==> config.mk <==
export PLATFORM = sky130hd
export DESIGN_NAME = vnu_flat
export DESIGN_NICKNAME = d
export VERILOG_FILES = /design/src/rtl/ldpc_pkg.sv /design/src/rtl/vnu_if.sv /design/src/rtl/vnu_phi_lut.sv /design/src/rtl/vnu.sv /design/src/flat_wrapper.sv
export SDC_FILE = /design/constraint.sdc
export NUM_CORES = 1
export LEC_CHECK = 0
export CAP_MARGIN = 40
export CORE_UTILIZATION = 60
export DETAILED_ROUTE_END_ITERATION = 16
export GPL_TIMING_DRIVEN = 0
export PLACE_DENSITY = 0.91
export SLEW_MARGIN = 0
export SYNTH_ARGS = -nofsm -noshare
export SYNTH_HDL_FRONTEND = slang
export SYNTH_SLANG_ARGS = --single-unit
==> constraint.sdc <==
create_clock -name clk -period 10.53 [get_ports clk]
set_input_delay 1.5795 -clock clk [delete_from_list [all_inputs] [get_ports clk]]
set_output_delay 1.5795 -clock clk [all_outputs]
set_load 0.01 [all_outputs]
==> src/rtl/ldpc_pkg.sv <==
// Shared LDPC decoder definitions.
//   - message widths: 5-bit sign-magnitude c2v/channel inputs, 6-bit v2c outputs
//   - internal two's-complement width for node sums
//   - magnitude saturation point and the PHI lookup table
//   - sm2tc(): sign-magnitude to two's-complement decode (-0 maps to 0)
package ldpc_pkg;

    localparam int C2V_W   = 5;   // sign + 4-bit magnitude
    localparam int V2C_W   = 6;   // hard + sign + 4-bit phi magnitude
    localparam int MAG_W   = 4;
    localparam int TC_W    = 8;   // holds +/-105 totals and +/-120 extrinsics
    localparam int MAG_SAT = 15;

    localparam logic [MAG_W-1:0] PHI_TABLE [16] = '{
        4'd15, 4'd12, 4'd9, 4'd7, 4'd6, 4'd5, 4'd4, 4'd3,
        4'd3,  4'd2,  4'd2, 4'd2, 4'd1, 4'd1, 4'd1, 4'd1
    };

    function automatic logic signed [TC_W-1:0] sm2tc(input logic [C2V_W-1:0] x);
        logic signed [TC_W-1:0] m;
        m = {{(TC_W-MAG_W){1'b0}}, x[MAG_W-1:0]};
        return x[C2V_W-1] ? -m : m;
    endfunction

endpackage

==> src/rtl/vnu_if.sv <==
// Variable-node message interface.
//   master (decoder control / bench): ch_load, ch_llr, in_valid, init, c2v[DEG]
//   slave  (vnu):                     out_valid, v2c[DEG], hard_bit
interface vnu_if
    import ldpc_pkg::*;
#(
    parameter int DEG = 3
);
    logic                           ch_load;
    logic [C2V_W-1:0]               ch_llr;
    logic                           in_valid;
    logic                           init;
    logic [DEG-1:0][C2V_W-1:0]      c2v;
    logic                           out_valid;
    logic [DEG-1:0][V2C_W-1:0]      v2c;
    logic                           hard_bit;

    modport master (
        output ch_load, ch_llr, in_valid, init, c2v,
        input  out_valid, v2c, hard_bit
    );

    modport slave (
        input  ch_load, ch_llr, in_valid, init, c2v,
        output out_valid, v2c, hard_bit
    );
endinterface

==> src/rtl/vnu_phi_lut.sv <==
// PHI magnitude transform, purely combinational.
//   idx : saturated extrinsic magnitude (0..15)
//   phi : PHI_TABLE[idx]
module vnu_phi_lut
    import ldpc_pkg::*;
(
    input  logic [MAG_W-1:0] idx,
    output logic [MAG_W-1:0] phi
);
    assign phi = PHI_TABLE[idx];
endmodule

==> src/rtl/vnu.sv <==
// LDPC variable-node update, 2-stage pipeline, one message set per cycle.
//   clk, rst : clock, asynchronous active-high reset
//   bus      : vnu_if slave -- channel load, c2v inputs, v2c / hard_bit outputs
// Stage 1 registers the node total (channel + all c2v) and the decoded c2v
// copies; stage 2 forms per-edge extrinsics, saturates, maps through PHI and
// registers the outputs. Output registers hold between valid results.
module vnu
    import ldpc_pkg::*;
#(
    parameter int DEG = 3
)(
    input  logic  clk,
    input  logic  rst,
    vnu_if.slave  bus
);
    localparam int STAGES = 2;

    logic [C2V_W-1:0]           ch_q;
    logic [C2V_W-1:0]           ch_eff;
    logic [STAGES:1]            vld_pipe;

    logic signed [TC_W-1:0]     c2v_d [DEG];
    logic signed [TC_W-1:0]     total_d;
    logic signed [TC_W-1:0]     c2v_q [DEG];
    logic signed [TC_W-1:0]     total_q;

    logic signed [TC_W-1:0]     ext   [DEG];
    logic signed [TC_W-1:0]     ext_a [DEG];
    logic [DEG-1:0][MAG_W-1:0]  mag_sat;
    logic [DEG-1:0][MAG_W-1:0]  phi_mag;

    logic [DEG-1:0][V2C_W-1:0]  v2c_q;
    logic                       hard_q;

    // A load in the same cycle as a message set feeds stage 1 directly.
    assign ch_eff = bus.ch_load ? bus.ch_llr : ch_q;

    always_ff @(posedge clk or posedge rst) begin
        if (rst)
            ch_q <= '0;
        else if (bus.ch_load)
            ch_q <= bus.ch_llr;
    end

    // Stage 1 combinational: decode and sum. init forces all c2v to zero.
    always_comb begin
        total_d = sm2tc(ch_eff);
        for (int i = 0; i < DEG; i++) begin
            c2v_d[i] = bus.init ? '0 : sm2tc(bus.c2v[i]);
            total_d  = total_d + c2v_d[i];
        end
    end

    always_ff @(posedge clk or posedge rst) begin
        if (rst) begin
            total_q <= '0;
            for (int i = 0; i < DEG; i++) c2v_q[i] <= '0;
        end else if (bus.in_valid) begin
            total_q <= total_d;
            for (int i = 0; i < DEG; i++) c2v_q[i] <= c2v_d[i];
        end
    end

    // Stage 2 combinational: extrinsic = total minus own edge; |total| <= 105
    // keeps every difference inside 8 bits, so no overflow handling is needed.
    always_comb begin
        for (int i = 0; i < DEG; i++) begin
            ext[i]     = total_q - c2v_q[i];
            ext_a[i]   = ext[i][TC_W-1] ? -ext[i] : ext[i];
            mag_sat[i] = (ext_a[i] > 8'sd15) ? MAG_W'(MAG_SAT) : ext_a[i][MAG_W-1:0];
        end
    end

    vnu_phi_lut u_phi [DEG-1:0] (
        .idx (mag_sat),
        .phi (phi_mag)
    );

    always_ff @(posedge clk or posedge rst) begin
        if (rst) begin
            vld_pipe <= '0;
            v2c_q    <= '0;
            hard_q   <= 1'b0;
        end else begin
            vld_pipe[1] <= bus.in_valid;
            vld_pipe[2] <= vld_pipe[1];
            if (vld_pipe[1]) begin
                hard_q <= total_q[TC_W-1];
                for (int i = 0; i < DEG; i++)
                    v2c_q[i] <= {total_q[TC_W-1], ext[i][TC_W-1], phi_mag[i]};
            end
        end
    end

    assign bus.out_valid = vld_pipe[STAGES];
    assign bus.v2c       = v2c_q;
    assign bus.hard_bit  = hard_q;

endmodule

==> src/flat_wrapper.sv <==
// flat-port wrapper written by rule: the top's interface ports become plain ports
module vnu_flat import ldpc_pkg::*;
#(
    parameter int DEG = 3
)
  (clk, rst, bus_ch_load, bus_ch_llr, bus_in_valid, bus_init, bus_c2v, bus_out_valid, bus_v2c, bus_hard_bit);
  vnu_if #(.DEG(DEG)) bus_i ();
  input  logic clk;
  input  logic rst;
  input wire logic [$bits(bus_i.ch_load)-1:0] bus_ch_load;
  input wire logic [$bits(bus_i.ch_llr)-1:0] bus_ch_llr;
  input wire logic [$bits(bus_i.in_valid)-1:0] bus_in_valid;
  input wire logic [$bits(bus_i.init)-1:0] bus_init;
  input wire logic [$bits(bus_i.c2v)-1:0] bus_c2v;
  output wire logic [$bits(bus_i.out_valid)-1:0] bus_out_valid;
  output wire logic [$bits(bus_i.v2c)-1:0] bus_v2c;
  output wire logic [$bits(bus_i.hard_bit)-1:0] bus_hard_bit;
  assign bus_i.ch_load = bus_ch_load;
  assign bus_i.ch_llr = bus_ch_llr;
  assign bus_i.in_valid = bus_in_valid;
  assign bus_i.init = bus_init;
  assign bus_i.c2v = bus_c2v;
  assign bus_out_valid = bus_i.out_valid;
  assign bus_v2c = bus_i.v2c;
  assign bus_hard_bit = bus_i.hard_bit;
  vnu #(.DEG(DEG)) u_core (.clk(clk), .rst(rst), .bus(bus_i));
endmodule
After elaboration in Yosys (flattened, before gate mapping)
Memory sizes are Yosys's and may differ from the RTL's. A register that Yosys moved wholly into a read port is not among the register bits.
Cells that the tools add are included.
- $lt $le $gt $ge: 6
- bitwise logic cells: 3
- add/sub/neg operators: 13
- multiplexer cells: 20
- operators with widths (operator ; count):
    two-way mux 8 bit ; 10
    two-way mux 4 bit ; 9
    negation 4 -> 8 bit ; 4
    adder 8 bit ; 3
    greater-than comparator 8 x 5 -> 1 bit, second input constant ; 3
    negation 8 bit ; 3
    subtractor 8 bit ; 3
    >= comparator 5 bit, second input constant ; 3
    NOT 4 -> 5 bit ; 3
    two-way mux 5 bit ; 1
- memories kept: 3
- output and inout port bits: 20
- register bits after elaboration: 58
- bits of input ports: 25
- logic and storage cells: 55
- memory bits (read-only): 192
- memories (memory ; depth ; width ; read ports ; clocked after memory_dff ; write ports ; line ; text):
    (no name shown) ; 16 ; 4 ; 1 ; 1 ; 0 ; vnu_phi_lut.sv:10 ; assign phi = PHI_TABLE[idx];
    (no name shown) ; 16 ; 4 ; 1 ; 1 ; 0 ; vnu_phi_lut.sv:10 ;
    (no name shown) ; 16 ; 4 ; 1 ; 1 ; 0 ; vnu_phi_lut.sv:10 ;

Longest topological paths before layout
- word-level depth: 9
- depth in mapped cells: 18
- mapped depth without buffers: 18

Hierarchy
Synthesis repeated with hierarchy kept, for this count alone.
- cell total of the unflattened synthesis: 500
- area total of the unflattened synthesis: 4707.0 um^2
- modules (own cells, without submodules) (module ; times used ; area each (um^2) ; cells each ; sequential area each (um^2)):
    vnu ; 1 ; 4365.4 ; 458 ; 1301.2
    vnu_phi_lut ; 3 ; 113.9 ; 14 ; 0.0

Worst setup path after synthesis
Ideal clock, no wire load.
- kind: in2reg
- from: input bus_ch_load
- to: register u_core.total_q[7]
- data required time: 10.394 ns
- cell stages on the path: 16
- arrival: 4.864 ns
- path slack: 5.530 ns
- buffers on the path: 1
- setup time: 0.136 ns
- path through: clkbuf_1 > mux2i_1 > inv_1 > nor3_1 > ha_1 > o21ai_0 > fa_1 > inv_1 > fa_1 > ha_1 > a21oi_1 > o21bai_1 > a21o_1 > a21oi_1 > xnor2_1 > a21oi_1
- longest elaborated chain between the ends: 6
- RTL lines (item ; line ; text):
    from (decl) ; flat_wrapper.sv:10 ; input wire logic [$bits(bus_i.ch_load)-1:0] bus_ch_load;
    two-way mux 5 bit * ; n/a ;
    named net u_core.ch_eff[0] ; vnu.sv:19 ; logic [C2V_W-1:0] ch_eff;
    negation 4 -> 8 bit ; ldpc_pkg.sv:22 ; return x[C2V_W-1] ? -m : m;
    two-way mux 8 bit * ; ldpc_pkg.sv:22 ;
    adder 8 bit * (3 in a row) ; vnu.sv:50 ; total_d = total_d + c2v_d[i];
    to (signal assigned) ; vnu.sv:59 ; total_q <= total_d;
    to (decl) ; vnu.sv:25 ; logic signed [TC_W-1:0] total_q;
Mark *: on every way through the listed nets, which the timed path passes. The rest lies on a longest branch.
A chain may end at the register's enable or synchronous reset.

Worst setup path after layout
- from: input bus_c2v[11]
- to: register u_core.total_q[7]
- longest elaborated chain between the ends: 4
- RTL lines (item ; line ; text):
    from (decl) ; flat_wrapper.sv:14 ; input wire logic [$bits(bus_i.c2v)-1:0] bus_c2v;
    negation 4 -> 8 bit ; ldpc_pkg.sv:22 ;
    two-way mux 8 bit * ; ldpc_pkg.sv:22 ;
    two-way mux 8 bit * ; vnu.sv:49 ; c2v_d[i] = bus.init ? '0 : sm2tc(bus.c2v[i]);
    adder 8 bit * ; vnu.sv:50 ;
Mark *: on every way between the ends. The rest lies on a longest branch, timed or not.

==> results.cfg <==
[status]
outcome = complete, no violations

[worst_setup_path]
cp.arrival_ns = 5.29
worst_ep_required_time_ns = 10.73
r2r_cells = 17
path_max_fanout = 3
endpoint_kind = flip-flop
critPathKind = in -> reg
r2r_start = u_core.total_q[0]
cp-start-kind = primary input
rr_endpoint = u_core.bus.v2c[6]
reg2reg_slack_ns = 6.46

[clock_network]
cts.hold.buffers_added = 0
cts.repair.resized = 0
cts_setup_buffers = 0
cts_max_path_buffers = 2
path_clk_slew_ns = 0.10
cts_sinks = 52
htreeDepth = 2
cts_inserted_buffers = 5
tritoncts = yes
clock-root-buffer = clkbuf_8
insertion_delay_ns = 0.32

[hold_path]
hp-start = u_core.vld_pipe[1]
min_to = u_core.vld_pipe[2]
hold_class = reg -> reg
hold_depth = 0

[sta]
skew_ns = 0.00617
finalSetupViolCount = 0
fin_crit_sh = 0.484
max_freq_ghz = 0.196
timing.slew.headroom = 0.552
rsz0062_at_grt = no
setup_tns_ns = 0
min_period_ns = 5.09
finalHoldViolCount = 0
timing.final.max_slew_violations = 0
worst_pin_slew_ns = 0.672

[pwr]
p_leak_uw = 0.00264
p_per_area_nw_per_um2 = 316
vdd_drop_max_uv = 109

[finish]
syn_to_final_growth_pct = 14.2
final_util = 0.719
fill_cells = 596
diodes = 0
num-nets-final = 684
stdcell_count = 698
multi_input_area_um2 = 3270
regArea_um2 = 1300
drive_gt1_frac = 0.0772

[synthesis]
netlist_top_cells_area = dfrtp_1 26%, ha_1 12%, fa_1 6.5%
async_reset_ff_frac = 1.00
ys.flop_type = dfrtp_1
synth.most_common_cell = inv_1
avgSynthCellArea_um2 = 9.03
ys_ff_latch = 52
synth_cells = 544
ys_warn_count = 0
synth_edf_count = 0
syn_area_um2 = 4910
ys_seq_area_frac = 0.265
synth_cell_types = 66
synth_common_cells = 69 x inv_1, 52 x dfrtp_1, 48 x ha_1, 41 x nor2_1, 33 x nand2_1
yosysTopAreaCell = dfrtp_1
yosys.area.top_type_share = 0.265
syn-num-nets = 633

[route]
drt-total-wl_um = 11500
vias = 4122
postRouteAntennaNets = 0
dr.first_iter.drc_count = 166
drt_first_pass_iters = 5
drt_drc_violations_left = 0
viasPerCell = 5.91
wl_per_cell_um = 16.4

[global_route]
grt_remaining_overflow = 0
track_usage = 0.285
antenna_found_initial = 0
grt_max_degree = 39
grt_pass1_vias = 4235
grt_pass1_wl_um = 19200

[die]
coreArea_um2 = 7810
start_util = 0.629
dieWidth_um = 92.5
die_y_um = 92.5
pin_count = 45
dieArea_um2 = 8550
core.rowCount = 32

[placement]
place_congestion = 0.922
numPortBuffers = 43
place_inst = 690
dp_hpwl_um = 9060

[job]
drv_cap = 0
[layer usage]
layer / vias up / GRT usage / share of wire
met5: - / 0 / 0
met4: 0 / 0.130 / 0.034
met3: 28 / 0.0402 / 0.041
met2: 137 / 0.525 / 0.52
met1: 1977 / 0.322 / 0.41
li1: 1980 / - / -
[cell usage in the layout, fill, tap and decap left out, drive strengths merged, types with 3 or more instances in the layout]
| cell | netlist | layout |
|---|---|---|
| nor2b | 8 | 8 |
| mux2i | 30 | 30 |
| o21bai | 3 | 3 |
| a22o | 3 | 3 |
| o22ai | 3 | 3 |
| o21a | 5 | 5 |
| clkdlybuf4s50 | 0 | 43 |
| fa | 16 | 16 |
| nor3b | 3 | 3 |
| xor2 | 11 | 11 |
| nand2b | 7 | 7 |
| or2 | 7 | 7 |
| a211oi | 4 | 4 |
| a21o | 11 | 11 |
| nand2 | 33 | 33 |
| buf | 4 | 5 |
| o21ai | 26 | 26 |
| o2bb2ai | 5 | 5 |
| nor2 | 41 | 41 |
| nor3 | 10 | 10 |
| mux2 | 13 | 13 |
| and3 | 5 | 5 |
| ha | 48 | 48 |
| or3 | 3 | 3 |
| clkbuf | 11 | 17 |
| xnor2 | 31 | 31 |
| o211ai | 8 | 8 |
| or4 | 4 | 4 |
| a21oi | 25 | 25 |
| inv | 69 | 69 |
| and2 | 4 | 4 |
| nand3 | 8 | 8 |
| dfrtp | 52 | 52 |
[worst max path at each step]
stage / from / endpoint / slack, ns
final: bus_c2v[11] / u_core.total_q[7] / 5.44
after global placement: bus_c2v[10] / u_core.total_q[7] / 5.17
after detailed placement: bus_c2v[10] / u_core.total_q[7] / 5.09
after floorplan: bus_ch_load / u_core.total_q[7] / 5.53
after global routing: bus_c2v[11] / u_core.total_q[7] / 5.25
after CTS: bus_c2v[11] / u_core.total_q[7] / 5.43
[flip-flops by register name (all words and copies together) (netlist names)]
name and cells:
u_core.c2v_q 21, u_core.bus.v2c 16, u_core.total_q 8, u_core.ch_q 5, u_core.vld_pipe 2
[report_power, final]
part,leakage (uW),internal [uW],switching (uW),total [uW]
combinational,0.00193,598,738,1340
clock,0.0000614,77.9,73.1,151
sequential,0.000642,242,43.1,285
[cells by family after synthesis]
group / synth area share
simple gates: 0.137
compound gates: 0.172
buf+inv: 0.0696
fa+ha+maj: 0.188
flops: 0.265
mux: 0.0917
xor+xnor: 0.0780
[area by class of cell]
class	instances	share of cell area
buffer	15	0.0140
clock buffer	6	0.0147
clock inverter	2	0.00691
inverter	70	0.0468
multi-input combinational	407	0.583
sequential	52	0.232
tap	102	0.0227
timing repair buffer	44	0.0803
[stage by stage]
step / cell area, um^2 / setup slack, ns / total power, uW / hold WS [ns]
final: 5610 / 5.44 / 1770 / 0.443
after global routing: 5610 / 5.25 / 1920 / 0.472
after CTS: 5610 / 5.43 / 1750 / 0.443
after detailed placement: 5490 / 5.09 / 1590 / 0.422
after global placement: 5470 / 5.17 / 1520 / 0.384
after floorplan: 4910 / 5.53 / 1300 / 0.379
[critical path, stage by stage]
cell and delay [ns]:
clkdlybuf4s50_1 0.53, inv_1 0.06, ha_1 0.27, mux2i_1 0.06
or2_2 0.31, fa_1 0.54, inv_1 0.05, fa_1 0.50
ha_1 0.17, inv_1 0.05, fa_1 0.40, inv_1 0.07
a21oi_1 0.06, o21bai_1 0.19, a21o_1 0.14, a21oi_1 0.07
xnor2_1 0.15, a21oi_1 0.08
No activity file was read; power rests on OpenSTA's default activity.
